--- config.mk ---
export PLATFORM = sky130hd
export DESIGN_NAME = lstm_gate_mac
export DESIGN_NICKNAME = d
export VERILOG_FILES = /design/src/rtl/lstm_gate_mac.sv
export SDC_FILE = /design/constraint.sdc
export NUM_CORES = 1
export LEC_CHECK = 0
export ABC_AREA = 1
export BUFFER_PORTS_ARGS = -buffer_cell sky130_fd_sc_hd__buf_2
export CAP_MARGIN = 10
export CORE_MARGIN = 1.5
export CORE_UTILIZATION = 49
export CTS_CLUSTER_SIZE = 14
export DETAILED_ROUTE_END_ITERATION = 10
export MAX_ROUTING_LAYER = met4
export PLACE_DENSITY = 0.65
export SLEW_MARGIN = 20
export SYNTH_ARGS = -nofsm -noshare
export SYNTH_HDL_FRONTEND = slang
export SYNTH_SLANG_ARGS = --single-unit
--- constraint.sdc ---
create_clock -name clk -period 4.25 [get_ports clk]
set_clock_uncertainty 0.15 [all_clocks]
set_input_delay 0.2125 -clock clk [delete_from_list [all_inputs] [get_ports clk]]
set_output_delay 0.2125 -clock clk [all_outputs]
set_load 0.005 [all_outputs]
--- src/rtl/lstm_gate_mac.sv ---
// LSTM gate pre-activation MAC: z = bias + sum(x*w), rounded half-up to Q5.5.
// Define LSTM_GATE_MAC_SAT_EN to clamp the result; otherwise it wraps to bit_size bits.
// state | meaning
// IDLE  | waiting for start
// ACCUM | accepting x/w beats
// ROUND | round, clamp or wrap, and register gate_out
// DONE  | one-cycle done strobe
module lstm_gate_mac #(
    parameter int bit_size  = 10,
    parameter int frac_bits = 5,
    parameter int vec_len   = 8,
    parameter int acc_size  = 24
) (
    input  logic                clk,
    input  logic                rst_n,
    input  logic                start,
    input  logic [bit_size-1:0] bias,
    input  logic                in_valid,
    output logic                in_ready,
    input  logic [bit_size-1:0] x_in,
    input  logic [bit_size-1:0] w_in,
    output logic                busy,
    output logic [bit_size-1:0] gate_out,
    output logic                done
);

    localparam int CNT_W = $clog2(vec_len + 1);
    localparam logic [CNT_W-1:0] LAST = CNT_W'(vec_len - 1);
    localparam logic signed [acc_size-1:0] HALF = acc_size'(1) <<< (frac_bits - 1);

    typedef enum logic [1:0] {S_IDLE, S_ACCUM, S_ROUND, S_DONE} state_t;

    state_t                      state_q, state_d;
    logic signed [acc_size-1:0]  acc_q, acc_d;
    logic [CNT_W-1:0]            cnt_q, cnt_d;
    logic [bit_size-1:0]         gate_q, gate_d;
    logic signed [2*bit_size-1:0] prod;
    logic [bit_size-1:0]         rnd_res;

    assign prod = $signed(x_in) * $signed(w_in);

`ifdef LSTM_GATE_MAC_SAT_EN
    localparam logic signed [acc_size-1:0] SAT_MAX = acc_size'(2**(bit_size-1) - 1);
    localparam logic signed [acc_size-1:0] SAT_MIN = -acc_size'(2**(bit_size-1));
    logic signed [acc_size-1:0] rnd;

    always_comb begin
        rnd = (acc_q + HALF) >>> frac_bits;
        if (rnd > SAT_MAX)
            rnd_res = SAT_MAX[bit_size-1:0];
        else if (rnd < SAT_MIN)
            rnd_res = SAT_MIN[bit_size-1:0];
        else
            rnd_res = rnd[bit_size-1:0];
    end
`else
    // Two's-complement wrap: keep only the low bit_size bits of the rounded sum.
    assign rnd_res = bit_size'((acc_q + HALF) >>> frac_bits);
`endif

    always_ff @(posedge clk or negedge rst_n) begin
        if (!rst_n) begin
            state_q <= S_IDLE;
            acc_q   <= '0;
            cnt_q   <= '0;
            gate_q  <= '0;
        end else begin
            state_q <= state_d;
            acc_q   <= acc_d;
            cnt_q   <= cnt_d;
            gate_q  <= gate_d;
        end
    end

    always_comb begin
        state_d = state_q;
        acc_d   = acc_q;
        cnt_d   = cnt_q;
        gate_d  = gate_q;
        case (state_q)
            S_IDLE: begin
                if (start) begin
                    state_d = S_ACCUM;
                    acc_d   = acc_size'($signed(bias)) <<< frac_bits;
                    cnt_d   = '0;
                end
            end
            S_ACCUM: begin
                if (in_valid) begin
                    acc_d = acc_q + acc_size'(prod);
                    cnt_d = CNT_W'(cnt_q + 1'b1);
                    if (cnt_q == LAST)
                        state_d = S_ROUND;
                end
            end
            S_ROUND: begin
                gate_d  = rnd_res;
                state_d = S_DONE;
            end
            S_DONE:  state_d = S_IDLE;
            default: state_d = S_IDLE;
        endcase
    end

    assign in_ready = (state_q == S_ACCUM);
    assign busy     = (state_q != S_IDLE);
    assign done     = (state_q == S_DONE);
    assign gate_out = gate_q;

endmodule

==> results.md, run 1 <==
* Status: finished, final reports clean
* Setup crit start kind: input port
* HPWL Detailed at 10.6 mm
* Core footprint at 10700 µm²
* Via/cell ratio at 4.85
* # diodes at 0
* Post-synth ARST share at 1.00
* Syn_nets at 868
* CP arrival at 4.22 ns
* CP dominant cell by count: fa_1
* Num ports at 47
* Reg2Reg Depth at 17
* CTS max path bufs at 2
* Worst path cell trace: clkbuf_16 > buf_4 > nand2_2 > fa_1 > inv_1 > fa_1 > inv_1 > fa_1 > inv_1 > fa_1 > inv_1 > fa_1 > inv_2 > ha_4 > a21o_1 > a21oi_2 > nor2_1 > o21ai_2 > nand2_1 > nand2_1 > nand3_1 > nand2_1 > o21ai_1
* Worst path slowest cell: fa_1
* HP Start: bias[4]
* Starting DRT DRC Count at 193
* CTS tree: built
* Yosys warns at 0
* Placer congestion estimate at 0.872
* Largest net degree at the start of global routing at 32
* Max-cap violation count at 0
* Post-synthesis sequential area ratio at 0.145
* Synth area leader: fa_1
* Ys flop type: dfrtp_1
* Post-synthesis cell type count at 34
* Final setup fails at 0
* Mapped Cells at 709
* NumNets Final at 959
* Worst Path Required at 4.27 ns
* Kind of critical path: in2reg
* Commonest non-fill, non-tap cells in the layout: inv_1, nand2_1, fa_1
* Routed len/inst at 13.8 µm
* Slew Limit Fails at 0
* P&R area growth vs syn at 25.2%
* Layout cells sized above 1 at 0.271
* Yosys reg bits at 31
* Worst-Margin Slew at 0.711 ns
* Post-Route Setup TNS at 0 ns
* CP max stage delay at 0.50 ns
* Die Ht at 108 µm
* R2R Setup Slk at 0.36 ns
* Die area at 11600 µm²
* Clock root buffer: clkbuf_8
* Worst r2r src: acc_q[9]
* Post-Route WL at 13.0 mm
* Tmin final at 4.20 ns
* Starting Density at 0.499
* EDFF count, synth at 0
* Antenna violations before repair at 0
* Detailed-route via count at 4560
* Ranking of synthesized cells by area: fa_1, dfrtp_1, inv_1
* Fmax at 238 MHz
* Util after Layout at 0.625
* Number of global-route vias before repair at 4749
* CTS sink cnt at 31
* Worst-Skew Late Latency at 0.29 ns
* Worst hold path class: in2reg
* Die width at 108 µm
* Post-route ant nets at 0
* CP Launch Point: x_in[5]
* Top cell type's share of synthesized area at 0.280
* Final Hold Viols at 0
* Worst setup path endpoint: acc_q[11]
* DRC at 0
* All-Layer GR Usage at 0.248
* Number of CTS-inserted buffers at 5
* Critical R2R Capture: acc_q[14]
* Commonest non-fill, non-tap cell in the layout: inv_1
* Overall overflow remaining after global route at 0
* Buffers on Ports at 46
* Cell Area, Synth at 5360 µm²
* Max FO, Critical Path at 5
* Drt pass-1 iters at 4
* Final period util at 0.988
* First-pass GRT wire length at 22.0 mm
* H-tree levels at 2
* Clock slew seen by the registers of the worst setup and hold paths at 0.06 ns
* CP Capture Type: flop
* RSZ-0062 raised after global routing: true
* FP Rows at 38
* Synth Area per Inst at 7.56 µm²
* Slew headroom at 0.526
-- flip-flops by register name, indices dropped and copies added (netlist names) --
| register | cells |
|---|---|
| gate_out | 10 |
| acc_q | 15 |
| state_q | 2 |
| cnt_q | 4 |
-- what timing repair did --
item,CTS,global route
buffers inserted,0,8
gates cloned,0,1
pin swaps,20,47
hold buffers,1,0
gates resized for setup,40,57
setup endpoints to repair,7,9
endpoints found under the hold margin,31,0
-- synth_stat cells (4+ instances only) --
| cell | n |
|---|---|
| o211ai_1 | 6 |
| inv_1 | 186 |
| a21oi_1 | 15 |
| ha_1 | 50 |
| xnor2_1 | 6 |
| nand3_2 | 4 |
| o21ai_1 | 4 |
| buf_6 | 5 |
| fa_1 | 75 |
| nor2_2 | 4 |
| xor2_1 | 10 |
| buf_2 | 4 |
| nand2_1 | 182 |
| nand2_2 | 13 |
| nor2_1 | 28 |
| o21ai_0 | 20 |
| clkbuf_1 | 11 |
| nand3_1 | 30 |
| dfrtp_1 | 31 |
-- critical path: cells and delay by family --
family / cells / cell delay, ns
buffers and inverters: 7 / 0.48
adders and majority gates: 6 / 2.64
and+or+nand+nor: 6 / 0.37
AOI/OAI and AO/OA: 4 / 0.51
-- metal layers --
layer	share of wire	GRT usage
met1	0.47	0.340
met2	0.48	0.403
met3	0.035	0.0157
met4	0.015	0.0648
met5	0	-
-- stage by stage --
stage | std cells | worst slack [ns] | hold WS (ns) | area (µm²)
CTS | 932 | -0.0190 | 0.00412 | 6430
global route | 941 | -0.194 | 0.0262 | 6720
floorplan | 709 | -0.0607 | -0.233 | 5660
finish | 941 | 0.0500 | 0.00904 | 6720
global placement | 923 | -0.482 | 0.144 | 6190
detailed placement | 923 | -0.498 | 0.154 | 6190
-- how the worst min path moves through the flow --
stage / to / slack (ns) / cells after the start
2_1_floorplan: acc_q[0] / -0.23 / 0
3_3_place_gp: cnt_q[3] / 0.14 / 1
3_5_place_dp: cnt_q[1] / 0.15 / 1
4_1_cts: acc_q[9] / 0.004 / 3
5_1_grt: acc_q[5] / 0.03 / 3
6_report: acc_q[9] / 0.009 / 3
-- cell type report --
class / count / area, µm²
clock buffers: 7 / 76.3
clock inverters: 1 / 5.00
fillers: 979 / 4030
inverters: 190 / 722
multi-input cells: 465 / 4110
flip-flops and latches: 31 / 776
well taps: 140 / 175
repair buffers: 107 / 855
-- cells by family (layout without fill, tap and decap cells) --
group / Yosys count / after routing / share of synthesized area
adder cells (fa/ha/maj): 125 / 125 / 0.397
AND/OR/NAND/NOR: 270 / 270 / 0.216
AO/OA/AOI/OAI: 54 / 54 / 0.0572
buffers and inverters: 213 / 305 / 0.159
XOR/XNOR: 16 / 16 / 0.0261
flip-flops: 31 / 31 / 0.145
Power of run 1 is not shown: default switching activity piles up to over one toggle a cycle in this logic, so the estimate is an artifact.
==> run 2, diff against run 1 <==
clock period = 5 ns   (was 4.25 ns; I/O delays follow)
==> run 2 against run 1 <==
Effect of this change:
- non-clock buffer count decreased by 37
- register-to-register slack improved by 0.57 ns
- sequential cell count did not move
- critical path depth is 3 lower
- critical path type unchanged
- first-iteration DRC count up 13%
- sequential share of layout area grew 1.6 points
- cell area down 12%
- clock-buffer cell count fell by 1
==> results.md, run 2 (synthesis results as in run 1) <==
* Buffers on Ports at 46 (unchanged)
* NumNets Final at 922 (was 959)
* HPWL Detailed at 10.4 mm (was 10.6 mm)
* Antenna violations before repair at 0 (unchanged)
* DRC at 0 (unchanged)
* Kind of critical path: in2reg (unchanged)
* All-Layer GR Usage at 0.235 (was 0.248)
* Layout cells sized above 1 at 0.142 (was 0.271)
* Starting Density at 0.499 (unchanged)
* Filler cells at 1066 (was 979)
* Overall overflow remaining after global route at 0 (unchanged)
* Worst Path Required at 5.00 ns (was 4.27 ns)
* Die width at 108 µm (unchanged)
* Worst-Skew Late Latency at 0.28 ns (was 0.29 ns)
* Number of CTS-inserted buffers at 5 (unchanged)
* Met1 Use GR at 0.324 (was 0.340)
* Drt pass-1 iters at 6 (was 4)
* H-tree levels at 2 (unchanged)
* FP Rows at 38 (unchanged)
* Largest register by flop count: acc_q (unchanged)
* Multi-input combinational cell area at 3740 µm² (was 4110 µm²)
* Number of global-route vias before repair at 4497 (was 4749)
* Worst Slack Setup Final at 0.310 ns (was 0.0500 ns)
* Final Hold Viols at 0 (unchanged)
* Commonest non-fill, non-tap cell in the layout: inv_1 (unchanged)
* CP arrival at 4.69 ns (was 4.22 ns)
* Post-Route WL at 12.0 mm (was 13.0 mm)
* Final setup fails at 0 (unchanged)
* Max-cap violation count at 0 (unchanged)
* Place WS at -0.0670 ns (was -0.498 ns)
* # diodes at 0 (unchanged)
* Final period util at 0.938
* CP Capture Type: flop (unchanged)
* CTS tree: built (unchanged)
* GR peak layer: met2 (unchanged)
* Commonest non-fill, non-tap cells in the layout: inv_1, nand2_1, fa_1 (unchanged)
* Fmax at 213 MHz
* Fraction of met3 tracks used by global routing at 0.0278 (was 0.0157)
* Die Ht at 108 µm (unchanged)
* Setup crit start kind: input port (unchanged)
* Largest net degree at the start of global routing at 32 (unchanged)
* Via/cell ratio at 4.85 (about the same)
* Post-Layout Cell Count at 903 (was 941)
* Die area at 11600 µm² (unchanged)
* Core footprint at 10700 µm² (unchanged)
* Clock root buffer: clkbuf_8 (unchanged)
* Worst hold margin at 0.0667 ns (was 0.00904 ns)
* Status: finished, final reports clean (unchanged)
* Postcts setup bufs at 0 (unchanged)
* RSZ-0062 raised after global routing: false (was true)
* P&R area growth vs syn at 10.4% (was 25.2%)
* CTS sink cnt at 31 (unchanged)
* Clock slew seen by the registers of the worst setup and hold paths at 0.06 ns (about the same)
* Detailed-route via count at 4383 (was 4560)
* Reg area at 776 µm² (unchanged)
* Slew Limit Fails at 0 (unchanged)
* CTS max path bufs at 2 (unchanged)
* Max FO, Critical Path at 9 (was 5)
* First-pass GRT wire length at 20.9 mm (was 22.0 mm)
* Slew headroom at 0.529 (was 0.526)
* M2 GR Usage at 0.372 (was 0.403)
* Worst-Margin Slew at 0.707 ns (was 0.711 ns)
* Placer congestion estimate at 0.897 (was 0.872)
* Post-route ant nets at 0 (unchanged)
* Starting DRT DRC Count at 219 (was 193)
* Num ports at 47 (unchanged)
* Placed Cells at 895 (was 923)
* Routed len/inst at 13.2 µm (was 13.8 µm)
* Worst hold path class: in2reg (unchanged)
* Max reg flops at 15 (unchanged)
* Tmin final at 4.69 ns
[run 2: cell count changes in the layout (fill, tap and decap cells not counted), sizes merged]
cell | previous run | this run
clkinv | 2 | 1
bufinv | 0 | 1
buf | 104 | 69
clkbuf | 9 | 6
[run 2: repair_timing]
action,CTS,global route
endpoints found under the setup margin,0,3
endpoints found under the hold margin,31,0
hold buffers,1,0
resized for setup,0,3
[run 2: per-layer routing]
| layer | vias to the layer above | wire length, µm |
|---|---|---|
| met4 | 0 | 86 |
| li1 | 2188 | - |
| met5 | - | 0 |
| met1 | 2094 | 5570 |
| met3 | 8 | 587 |
| met2 | 93 | 5710 |
[run 2: path summary, 6_finish.rpt]
check | startpoint | endpoint | slack [ns] | depth (start not counted)
max in group asynchronous | rst_n | acc_q[14] | 3.83 | 2
worst min-delay path | bias[4] | acc_q[9] | 0.07 | 3
worst max register to register | acc_q[9] | acc_q[14] | 0.93 | 17
worst max-delay path | x_in[5] | acc_q[13] | 0.31 | 20
worst min register to register | gate_out[5] | gate_out[5] | 0.33 | 2
min in group asynchronous | rst_n | acc_q[1] | 0.40 | 2
[run 2: layout make-up]
cell class	instances	share of cell area
tap	140	0.0296
timing repair buffer	70	0.0697
sequential	31	0.131
multi-input combinational	465	0.632
inverter	190	0.121
clock buffer	6	0.0123
clock inverter	1	0.00507
[run 2: metrics by stage]
stage	area (µm²)	utilization	TNS, ns
2_1_floorplan	5360	-	0
3_3_place_gp	5800	0.540	0
3_5_place_dp	5800	0.540	-0.107
4_1_cts	5910	0.550	0
5_1_grt	5920	0.551	0
6_report	5920	0.551	0
[run 2: critical path: stages]
cell and delay [ns]:
buf_2 0.18, nand2_1 0.10, fa_1 0.54, inv_1 0.05
fa_1 0.49, inv_1 0.05, fa_1 0.47, inv_1 0.06
fa_1 0.54, inv_1 0.06, fa_1 0.55, inv_1 0.05
ha_1 0.35, a21o_1 0.22, o21ai_0 0.26, nand3_1 0.11
nand2_1 0.06, nand3_1 0.08, o211ai_1 0.10, o21ai_0 0.10
Power of run 2 is left out for the same reason.
